**config.mk**
```make
export PLATFORM = sky130hd
export DESIGN_NAME = pulse_train_gen
export DESIGN_NICKNAME = d
export VERILOG_FILES = /design/src/rtl/pulse_train_gen.sv
export SDC_FILE = /design/constraint.sdc
export NUM_CORES = 1
export LEC_CHECK = 0
export ABC_CLOCK_PERIOD_IN_PS = 7100
export CAP_MARGIN = 30
export CORE_MARGIN = 1
export CORE_UTILIZATION = 50
export CTS_CLUSTER_DIAMETER = 50
export CTS_CLUSTER_SIZE = 14
export DETAILED_ROUTE_END_ITERATION = 10
export PLACE_DENSITY = 0.71
export SLEW_MARGIN = 30
export SYNTH_ARGS = -nofsm -noshare
export SYNTH_HDL_FRONTEND = slang
export SYNTH_SLANG_ARGS = --single-unit
export TNS_END_PERCENT = 100
```
**constraint.sdc**
```tcl
create_clock -name clk -period 7.1 [get_ports clk]
set_clock_uncertainty 0.05 [all_clocks]
set_input_delay 1.065 -clock clk [delete_from_list [all_inputs] [get_ports clk]]
set_output_delay 1.065 -clock clk [all_outputs]
set_load 0.1 [all_outputs]
```
**src/rtl/pulse_train_gen.sv**
```systemverilog
`default_nettype none
// ============================================================================
// Module   : pulse_train_gen
// Brief    : Registered pulse-train generator with latched width/gap/count,
//            abort and single-cycle completion strobe.
// Revision : 1.0
// ============================================================================

module pulse_train_gen #(
    parameter int CNT_W = 8
) (
    input  logic             clk,
    input  logic             rst,
    input  logic             start_valid,
    output logic             start_ready,
    input  logic [CNT_W-1:0] cfg_width,
    input  logic [CNT_W-1:0] cfg_gap,
    input  logic [CNT_W-1:0] cfg_count,
    input  logic             abort,
    output logic             out,
    output logic             busy,
    output logic             done
);

    localparam logic [CNT_W-1:0] c_ONE = {{(CNT_W-1){1'b0}}, 1'b1};

    typedef enum logic [1:0] {
        IDLE = 2'd0,
        HIGH = 2'd1,
        LOW  = 2'd2
    } state_t;

    state_t           state_q, state_d;
    logic [CNT_W-1:0] width_q, width_d;
    logic [CNT_W-1:0] gap_q,   gap_d;
    logic [CNT_W-1:0] rem_q,   rem_d;
    logic [CNT_W-1:0] cnt_q,   cnt_d;
    logic             out_q,   out_d;
    logic             done_q,  done_d;

    logic             w_accept;
    logic [CNT_W-1:0] w_width_eff;
    logic [CNT_W-1:0] w_gap_eff;

    assign start_ready = (state_q == IDLE) & ~abort;
    assign w_accept    = start_valid & start_ready;
    assign w_width_eff = (cfg_width == '0) ? c_ONE : cfg_width;
    assign w_gap_eff   = (cfg_gap   == '0) ? c_ONE : cfg_gap;

    // cnt_q holds the cycles left in the current phase minus one;
    // rem_q holds the pulses still to come after the current one.
    always_comb begin
        state_d = state_q;
        width_d = width_q;
        gap_d   = gap_q;
        rem_d   = rem_q;
        cnt_d   = cnt_q;
        done_d  = 1'b0;
        case (state_q)
            IDLE: begin
                if (w_accept) begin
                    width_d = w_width_eff;
                    gap_d   = w_gap_eff;
                    if (cfg_count == '0) begin
                        done_d = 1'b1;
                    end else begin
                        state_d = HIGH;
                        cnt_d   = w_width_eff - c_ONE;
                        rem_d   = cfg_count - c_ONE;
                    end
                end
            end
            HIGH: begin
                if (abort) begin
                    state_d = IDLE;
                end else if (cnt_q != '0) begin
                    cnt_d = cnt_q - c_ONE;
                end else if (rem_q != '0) begin
                    state_d = LOW;
                    cnt_d   = gap_q - c_ONE;
                end else begin
                    state_d = IDLE;
                    done_d  = 1'b1;
                end
            end
            LOW: begin
                if (abort) begin
                    state_d = IDLE;
                end else if (cnt_q != '0) begin
                    cnt_d = cnt_q - c_ONE;
                end else begin
                    state_d = HIGH;
                    cnt_d   = width_q - c_ONE;
                    rem_d   = rem_q - c_ONE;
                end
            end
            default: begin
                state_d = IDLE;
            end
        endcase
        // out is registered from the next state so it lines up with the phase
        out_d = (state_d == HIGH);
    end

    always_ff @(posedge clk) begin
        if (rst) begin
            state_q <= IDLE;
            width_q <= '0;
            gap_q   <= '0;
            rem_q   <= '0;
            cnt_q   <= '0;
            out_q   <= 1'b0;
            done_q  <= 1'b0;
        end else begin
            state_q <= state_d;
            width_q <= width_d;
            gap_q   <= gap_d;
            rem_q   <= rem_d;
            cnt_q   <= cnt_d;
            out_q   <= out_d;
            done_q  <= done_d;
        end
    end

    assign out  = out_q;
    assign done = done_q;
    assign busy = (state_q == HIGH) | (state_q == LOW);

endmodule

`default_nettype wire

```
---- After elaboration in Yosys (flattened, before gate mapping) ----
Cells that the tools add are included.
operators by class
  equal/unequal tests ..................... 9
  bitwise logic cells ..................... 4
  $add $sub $neg .......................... 6
  mux-type cells .......................... 29
  reductions and logical operators ........ 11
operator list
  kind                   number
  $mux W8                13
  $sub A8 B1 Y8 const B  6
  $logic_not A8 Y1       3
  $pmux W8 S3            1
  $pmux W8 S2            1
  $reduce_bool A8 Y1     2
  $mux W2                7
  $ne A2 B2 Y1 const B   5
  $pmux W2 S3            1
  $reduce_and A6 Y1      1
  $mux W1                5
  $reduce_and A5 Y1      1
  $eq A2 B1 Y1 const B   2
  $ne A3 B3 Y1 const B   1
  $reduce_bool A3 Y1     1
  $and A1 B1 Y1          2
  $eq A2 B2 Y1 const B   1
  $logic_not A2 Y1       1
  $pmux W1 S2            1
  $reduce_and A2 Y1      1
  $reduce_bool A2 Y1     1
  $not A1 Y1             1
  $or A1 B1 Y1           1
word-level totals
  register bits after elaboration ......... 36
  output and inout bits ................... 4
  logic and storage cells ................. 66
  input bits .............................. 28

---- Logic depth before layout (Yosys ltp) ----
Gate-level depths: netlist of the first run.
  depth in word-level cells ............... 6
  gate-level depth with buffers ........... 12
  depth with buffers taken out ............ 9

---- Worst setup path after synthesis of the first run ----
OpenSTA, ideal clock, no wires.
  kind .................................... input port to output port
  start ................................... in abort
  end ..................................... out start_ready
  required time ........................... 5.985 ns
  arrival ................................. 2.400 ns
  setup slack ............................. 3.585 ns
  buffers on the path ..................... 0
  stages .................................. 1
  cell sequence ........................... nor2b_1
on the way
  cells in the longest elaborated chain, start to end .. 2
ends and longest elaborated chain
  item                line  RTL
  start: declaration  19    input logic abort,
  $not A1 Y1          45    assign start_ready = (state_q == IDLE) & ~abort;
  $and A1 B1 Y1       45
  end: declaration    15    output logic start_ready,
Every way passes these cells.

---- Worst setup path after layout of the first run ----
Ends and elaborated chain as after synthesis.

==> flow_summary.yaml, run 1 <==
outcome:
  status: "complete, no violations"
logic_synthesis:
  synth_top_cell_area_share: 0.267
  synth_area_leaders: "dfxtp_1, a21oi_1, nand2_1"
  async_flop_share: 0
  syn_avg_cell_area_um2: 7.82
  ys.flop_type: "dfxtp_1"
  synth.largest_area_cell: "dfxtp_1"
  synth_edf_count: 0
  yosys_register_bits: 36
  postSynthCellCount: 345
  syn_area_mm2: 0.00270
  synth.distinct_cells: 71
  seq_area_frac_synth: 0.267
  ys_warn_count: 0
  synth_fp_nets: 382
clocking:
  clk_path_buf_depth: 2
  cts_buffers: 5
  cts_resized: 0
  root_buffer: "clkbuf_8"
  cts_num_sinks: 36
  cts_setup_buffers: 0
  holdBufCountCts: 0
  clk-insertion-delay-late_ps: 300
  cts_tree: "built"
  cts.clk_slew.worst_paths_ps: 80
  htree_num_levels: 2
place:
  portBuffers: 31
  dpl.hpwl_um: 5080
  place_area_mm2: 0.00300
  gp_congestion: 0.835
grt:
  grt_max_degree: 41
  grt_pass1_wl_um: 11400
  track_usage: 0.265
  antenna_found_initial: 0
  grt_pass1_vias: 2417
  grt-ovfl-total: 0
routing:
  via_per_inst: 6.22
  drt_wl_total_um: 6860
  drt.antenna.violating_nets: 0
  wl_per_cell_um: 15.7
  drtIter0Drc: 204
  vias: 2717
  dr.pass1.iters: 4
  drc_errors: 0
setup_path:
  critPathLaunch: "abort"
  start_kind: "primary input"
  crit_fanout: 7
  r2r_start: "state_q[0]$_SDFF_PP0_"
  worstPathRequired_ps: 5980
  reg2reg_to: "rem_q[2]$_SDFFE_PP0P_"
  path_class: "primary input to primary output"
  ff2ff_setup_slack_ps: 4430
  cp.arrival_ps: 2880
  cp-end-kind: "primary output"
  worstSetupEndpoint: "start_ready"
  reg2reg_depth: 7
final_layout:
  areaGrowthSynthToFinish_pct: 15.2
  multi_input_area_mm2: 0.00180
  final_layout_size_suffix_gt1_frac: 0.0763
  seq_area_um2: 721
  mostFrequentLayoutCell: "nand2_1"
  design_area_mm2: 0.00311
  diodes: 0
  final_cell_mix: "nand2_1, dfxtp_1, a21oi_1"
  nNetsFinal: 403
  fillers: 519
timing:
  slew_headroom: 0.356
  min_period_over_period: 0.562
  period_minus_slack_ps: 3990
  worst_pin_slew_ps: 963
  rsz0062_at_grt: "false"
  hold_viol_final: 0
  max_clock_freq_ghz: 0.250
  finalMaxSlewViolations: 0
  setup_viol: 0
  finalSetupTns_ps: 0
floorplanning:
  fp.dieH_um: 75.5
  start_util: 0.525
  coreArea_mm2: 0.00514
  die_area_mm2: 0.00570
  fp.dieW_um: 75.5
  std_cell_rows: 26
  io-pin-count: 32
power_and_ir_drop:
  p_leak_nw: 1.09
  ir_drop_mv: 0.147
  power_density_mw_per_mm2: 209
job:
  cap_violations: 0
hold_path:
  min_path_type: "register to register"
worst max-delay path, stage by stage:
cell	delay (ps)
clkdlybuf4s50_1	530
nor2b_1	150
clkdlybuf4s50_1	1130
Yosys cell counts (all sizes together) (4+ instances only):
library cell and n:
buf 13, mux2i 5, nand2 41, nor3b 7
ha 9, nand2b 4, xor2 6, or3 5
a211oi 9, nor4 9, nor2 18, o221ai 6
o21ai 13, a31oi 10, or4 7, inv 20
dfxtp 36, clkbuf 7, xnor2 7, nand3 8
a21oi 34, nor3 18
where the power goes:
part	switching, mW	leakage (nW)	internal [mW]
Clock	0.0791	0.0479	0.0684
Combinational	0.152	0.743	0.104
Sequential	0.0253	0.295	0.220
Total	0.256	1.09	0.393
worst min path at each step:
stage / from / to / slack [ps] / depth (start not counted)
2_1_floorplan: gap_q[7]$_SDFFE_PP0P_ / gap_q[7]$_SDFFE_PP0P_ / 400 / 2
3_3_place_gp: width_q[5]$_SDFFE_PP0P_ / width_q[5]$_SDFFE_PP0P_ / 410 / 2
3_5_place_dp: width_q[5]$_SDFFE_PP0P_ / width_q[5]$_SDFFE_PP0P_ / 420 / 2
4_1_cts: width_q[5]$_SDFFE_PP0P_ / width_q[5]$_SDFFE_PP0P_ / 430 / 2
5_1_grt: width_q[5]$_SDFFE_PP0P_ / width_q[5]$_SDFFE_PP0P_ / 450 / 2
6_report: width_q[5]$_SDFFE_PP0P_ / width_q[5]$_SDFFE_PP0P_ / 430 / 2
flip-flops by register name, summed over array words and instances, names as in the netlist:
signal,count
cnt_q,8
gap_q,8
rem_q,8
width_q,8
state_q,2
done,1
out,1
kinds of logic after synthesis:
family	Yosys count	share of synthesized area
simple gates	132	0.273
flops	36	0.267
compound gates	109	0.287
fa+ha+maj	9	0.0417
buf+inv	40	0.0658
mux	6	0.0227
xor+xnor	13	0.0422
metal layers:
metal	global-route usage	share of wire	vias to the layer above
met3	0.0675	0.052	10
li1	-	-	1342
met2	0.408	0.46	72
met5	0	0	-
met1	0.363	0.47	1293
met4	0.0885	0.014	0
through the flow:
stage               utilization  instances  setup slack (ps)  hold slack [ps]  total power, mW
CTS                       0.601        435              3120              429            0.647
detailed placement        0.584        427              3120              418            0.500
finish                    0.605        437              3110              429            0.649
floorplan                     -        345              3580              396            0.440
global placement          0.584        427              3130              415            0.497
global route              0.605        437              3030              446            0.687
cell type report:
cell class	count	area share
tap	70	0.0282
clock buffer	5	0.0221
multi-input combinational	269	0.579
sequential	36	0.232
clock inverter	3	0.00604
timing repair buffer	34	0.108
inverter	20	0.0242
No activity file was read; power rests on OpenSTA's default activity.
==> run 2: changes to the inputs <==
--- a/config.mk
+++ b/config.mk
@@ -5,14 +5,14 @@
 export SDC_FILE = /design/constraint.sdc
 export NUM_CORES = 1
 export LEC_CHECK = 0
-export ABC_CLOCK_PERIOD_IN_PS = 7100
+export ABC_CLOCK_PERIOD_IN_PS = 3500
 export CAP_MARGIN = 30
 export CORE_MARGIN = 1
 export CORE_UTILIZATION = 50
 export CTS_CLUSTER_DIAMETER = 50
 export CTS_CLUSTER_SIZE = 14
 export DETAILED_ROUTE_END_ITERATION = 10
-export PLACE_DENSITY = 0.71
+export PLACE_DENSITY = 0.73
 export SLEW_MARGIN = 30
 export SYNTH_ARGS = -nofsm -noshare
 export SYNTH_HDL_FRONTEND = slang
==> constraint.sdc (replaced) <==
create_clock -name clk -period 3.5 [get_ports clk]
set_clock_uncertainty 0.05 [all_clocks]
set_input_delay 0.525 -clock clk [delete_from_list [all_inputs] [get_ports clk]]
set_output_delay 0.525 -clock clk [all_outputs]
set_load 0.1 [all_outputs]
==> run 2 against run 1 <==
Via count increased by 2.0%. Routed wire length increased by 4.6%. Utilization increased by 0.92 points. Register-to-register slack got worse by 3600 ps. Largest cell class unchanged. Non-clock buffer count increased by 3. Worst hold slack improved by 2.8 ps.
==> flow_summary.yaml, run 2 (synthesized netlist as in run 1, its figures left out) <==
timing:
  slew_headroom: 0.354
  period_minus_slack_ps: 2740
  setup_viol: 0
  finalSetupTns_ps: 0
  min_period_over_period: 0.783
  worst_pin_slew_ps: 965
  rsz0062_at_grt: "false"
  max_clock_freq_ghz: 0.365
  finalMaxSlewViolations: 0
  fin_ws_ps: 758
  hold_viol_final: 0
final_layout:
  multi_input_area_mm2: 0.00180
  mostFrequentLayoutCell: "nand2_1"
  final_layout_size_suffix_gt1_frac: 0.0919
  final_cell_mix: "nand2_1, dfxtp_1, a21oi_1"
  seq_area_um2: 721
  final_util: 0.614
  design_area_mm2: 0.00316
  fillers: 492
  nNetsFinal: 406
  areaGrowthSynthToFinish_pct: 16.9
  diodes: 0
power_and_ir_drop:
  power_density_mw_per_mm2: 454
  ir_drop_mv: 0.276
  p_total_mw: 1.43
  p_leak_nw: 1.12
setup_path:
  path_class: "primary input to register"
  cp_num_buf_inv: 1
  crit_top_cell: "a31oi_1"
  crit_fanout: 7
  crit_family: "simple AND/OR/NAND/NOR gates"
  cp.arrival_ps: 2900
  crit_slowest_cell: "nor4_1"
  cpPeakStageDelay_ps: 590
  cp-end-kind: "register"
  crit_chain: "clkdlybuf4s50_1 -> nor4_1 -> a31oi_1 -> ha_1 -> nor3b_1 -> xnor2_1 -> nor2_1 -> a31oi_1 -> a211oi_1"
  start_kind: "primary input"
  worstPathRequired_ps: 3660
routing:
  vias: 2772
  drt_wl_total_um: 7180
  drc_errors: 0
  drtIter0Drc: 296
  wl_per_cell_um: 16.3
  drt.antenna.violating_nets: 0
  dr.pass1.iters: 6
  via_per_inst: 6.30
place:
  place_area_mm2: 0.00303
  portBuffers: 31
  dp_slack_ps: 501
  dpl.hpwl_um: 5260
  gp_congestion: 0.899
grt:
  grt_max_degree: 25
  grt-ovfl-total: 0
  grt_pass1_vias: 2391
  grt_pass1_wl_um: 11600
  track_usage: 0.268
  antenna_found_initial: 0
floorplanning:
  die_area_mm2: 0.00570
  io-pin-count: 32
  std_cell_rows: 26
  fp.dieW_um: 75.5
  start_util: 0.525
  fp.dieH_um: 75.5
  coreArea_mm2: 0.00514
clocking:
  cts_tree: "built"
  cts_buffers: 5
  holdBufCountCts: 0
  cts_resized: 0
  cts_setup_buffers: 0
  clk-insertion-delay-late_ps: 290
  htree_num_levels: 2
  cts.clk_slew.worst_paths_ps: 80
  cts_num_sinks: 36
  clk_path_buf_depth: 2
  root_buffer: "clkbuf_8"
outcome:
  status: "complete, no violations"
hold_path:
  min_path_type: "register to register"
job:
  cap_violations: 0
-- run 2: changes by cell type in the layout (fill, tap and decap cells not counted), sizes merged --
cell	delta
clkinv	-3
clkdlybuf4s50	-3
buf	+6
bufinv	+1
clkbuf	+2
-- run 2: per-layer routing --
layer / global-route usage / routed length [um] / share of wire / vias to the layer above
met2: 0.405 / 3160 / 0.44 / 110
met5: 0 / 0 / 0 / -
li1: - / - / - / 1353
met4: 0.0720 / 121 / 0.017 / 0
met3: 0.0450 / 457 / 0.064 / 18
met1: 0.393 / 3440 / 0.48 / 1291
-- run 2: path summary, 6_finish.rpt --
check	endpoint	start	cells after the start	slack (ps)
max	cnt_q[4]$_SDFFE_PP0P_	cfg_width[2]	9	760
min	width_q[6]$_SDFFE_PP0P_	width_q[6]$_SDFFE_PP0P_	2	430
max reg2reg	cnt_q[7]$_SDFFE_PP0P_	state_q[0]$_SDFF_PP0_	8	850
min reg2reg	width_q[6]$_SDFFE_PP0P_	width_q[6]$_SDFFE_PP0P_	2	430
-- run 2: stage by stage --
stage / cells / hold WS, ps
6_report: 440 / 432
5_1_grt: 440 / 464
4_1_cts: 440 / 428
3_5_place_dp: 432 / 418
3_3_place_gp: 432 / 414
2_1_floorplan: 345 / 396
-- run 2: report_power, final --
part           switching [mW]  internal (mW)
Sequential             0.0529          0.446
Clock                   0.150          0.251
Combinational           0.317          0.214
-- run 2: layout make-up --
cell class                      instances  area share
Inverter                               20      0.0238
Timing Repair Buffer                   37       0.109
Multi-Input combinational cell        269       0.571
Clock buffer                            7      0.0305
Sequential cell                        36       0.228
Tap cell                               70      0.0278
Clock inverter                          1     0.00952
-- run 2: worst min-delay path: stages (launching register included) --
cell and delay (ps):
dfxtp_1 330, nand2_1 60, a21oi_1 50
==> run 3: changes to the inputs <==
--- a/config.mk
+++ b/config.mk
@@ -5,7 +5,7 @@
 export SDC_FILE = /design/constraint.sdc
 export NUM_CORES = 1
 export LEC_CHECK = 0
-export ABC_CLOCK_PERIOD_IN_PS = 3500
+export ABC_CLOCK_PERIOD_IN_PS = 2400
 export CAP_MARGIN = 30
 export CORE_MARGIN = 1
 export CORE_UTILIZATION = 50
==> constraint.sdc (replaced) <==
create_clock -name clk -period 2.4 [get_ports clk]
set_clock_uncertainty 0.05 [all_clocks]
set_input_delay 0.36 -clock clk [delete_from_list [all_inputs] [get_ports clk]]
set_output_delay 0.36 -clock clk [all_outputs]
set_load 0.1 [all_outputs]
==> run 3 against run 2 <==
Sequential power rose by 45%. Worst hold slack improved by 8.6 ps. Setup slack got worse by 630 ps. Non-clock buffer count rose by 29. Clock-buffer cell count fell by 2. Flip-flop and latch count did not move. Sequential share of layout area fell by 1.7 points. Cell count rose by 6.6%. Register-to-register slack got worse by 720 ps. First-iteration DRC count fell by 17%. Routed wire length rose by 2.6%. Combinational power rose by 61%. Critical path type is now register to register. Highest routed layer unchanged.
==> flow_summary.yaml, run 3 (synthesized netlist as in run 1, its figures left out) <==
outcome:
  status: "complete, no violations"
timing:
  fin_ws_ps: 128
  rsz0062_at_grt: "false"
  worst_pin_slew_ps: 658
  setup_viol: 0
  slew_headroom: 0.561
  finalMaxSlewViolations: 0
  hold_viol_final: 0
  finalSetupTns_ps: 0
  min_period_over_period: 0.947
  period_minus_slack_ps: 2270
  max_clock_freq_ghz: 0.440
routing:
  drt_wl_total_um: 7370
  drt.antenna.violating_nets: 0
  vias: 2864
  wl_per_cell_um: 15.7
  dr.pass1.iters: 5
  drc_errors: 0
  drtIter0Drc: 247
  via_per_inst: 6.11
grt:
  grt-ovfl-total: 0
  grt_pass1_vias: 2491
  grt_max_degree: 18
  antenna_found_initial: 0
  track_usage: 0.270
  grt_pass1_wl_um: 11800
setup_path:
  path_class: "register to register"
  cp-end-kind: "register"
  start_kind: "register"
  ff2ff_setup_slack_ps: 130
  reg2reg_to: "cnt_q[7]$_SDFFE_PP0P_"
  reg2reg_depth: 7
  crit_fanout: 9
  cp.arrival_ps: 2390
  r2r_start: "state_q[0]$_SDFF_PP0_"
  worstPathRequired_ps: 2520
final_layout:
  diodes: 0
  areaGrowthSynthToFinish_pct: 26.1
  nNetsFinal: 435
  final_layout_size_suffix_gt1_frac: 0.165
  mostFrequentLayoutCell: "nand2_1"
  instances_no_fill: 469
  final_cell_mix: "nand2_1, buf_4, dfxtp_1"
  final_util: 0.662
hold_path:
  min_path_type: "register to register"
  holdPathEnd: "width_q[5]$_SDFFE_PP0P_"
  whs_path_depth: 2
  worstHoldStart: "width_q[5]$_SDFFE_PP0P_"
floorplanning:
  coreArea_mm2: 0.00514
  fp.dieH_um: 75.5
  die_area_mm2: 0.00570
  start_util: 0.525
  fp.dieW_um: 75.5
  std_cell_rows: 26
  io-pin-count: 32
place:
  portBuffers: 31
  gp_congestion: 0.935
  dpl.hpwl_um: 5660
  dp_cells: 461
  dp_slack_ps: -25.6
power_and_ir_drop:
  p_total_mw: 2.14
  ir_drop_mv: 0.361
  power_density_mw_per_mm2: 628
  p_leak_nw: 1.27
clocking:
  cts_num_sinks: 36
  clk-insertion-delay-late_ps: 290
  htree_num_levels: 2
  root_buffer: "clkbuf_8"
  cts_setup_buffers: 0
  cts_tree: "built"
  cts_buffers: 5
  cts.clk_slew.worst_paths_ps: 80
  clk_path_buf_depth: 2
job:
  cap_violations: 0
run 3: cell types whose count changed in the layout (fill, tap and decap cells not counted), sizes merged:
cell	change
buf	+30
inv	+1
clkbuf	-2
clkinvlp	+1
clkdlybuf4s50	-1
run 3: cell type report:
type / count / area, um2
Timing Repair Buffer: 66 / 588
Tap cell: 70 / 87.6
Multi-Input combinational cell: 269 / 1820
Sequential cell: 36 / 721
Fill cell: 472 / 1740
Clock inverter: 3 / 46.3
Inverter: 20 / 75.1
Clock buffer: 5 / 68.8
run 3: layer usage:
layer / up-vias / global-route usage / share of wire
li1: 1412 / - / -
met1: 1319 / 0.372 / 0.47
met2: 120 / 0.435 / 0.46
met3: 13 / 0.0516 / 0.063
met4: 0 / 0.0720 / 0.0079
met5: - / 0 / 0
run 3: metrics by stage:
stage | hold slack, ps | area, um2
final | 440 | 3400
after global routing | 455 | 3400
after CTS | 440 | 3400
after detailed placement | 429 | 3270
after global placement | 417 | 3270
after floorplan | 389 | 2700
run 3: where the power goes:
group | total [mW] | switching, mW | internal [mW]
combinational | 0.855 | 0.484 | 0.371
sequential | 0.722 | 0.0713 | 0.651
clock | 0.561 | 0.247 | 0.313
run 3: worst max path at each step:
| stage | slack, ps | startpoint | end |
|---|---|---|---|
| 2_1_floorplan | -50 | state_q[0]$_SDFF_PP0_ | rem_q[6]$_SDFFE_PP0P_ |
| 5_1_grt | 30 | cnt_q[1]$_SDFFE_PP0P_ | cnt_q[7]$_SDFFE_PP0P_ |
| 3_5_place_dp | -30 | cfg_count[1] | rem_q[5]$_SDFFE_PP0P_ |
| 6_report | 130 | state_q[0]$_SDFF_PP0_ | cnt_q[7]$_SDFFE_PP0P_ |
| 4_1_cts | 10 | state_q[0]$_SDFF_PP0_ | cnt_q[7]$_SDFFE_PP0P_ |
| 3_3_place_gp | 3 | cfg_count[3] | rem_q[5]$_SDFFE_PP0P_ |
run 3: critical path, cell delays in order (launching register included):
cell	delay [ps]
dfxtp_1	340
inv_1	80
ha_2	280
or2_1	290
a2bb2oi_1	180
a211o_1	360
a2111oi_1	470
a2111oi_2	90
run 3: timing repair:
action	4_1_cts	5_1_grt
hold endpoints to repair	0	0
endpoints found under the setup margin	1	4
hold buffers	0	0
cloned	0	0
resized for setup	1	2
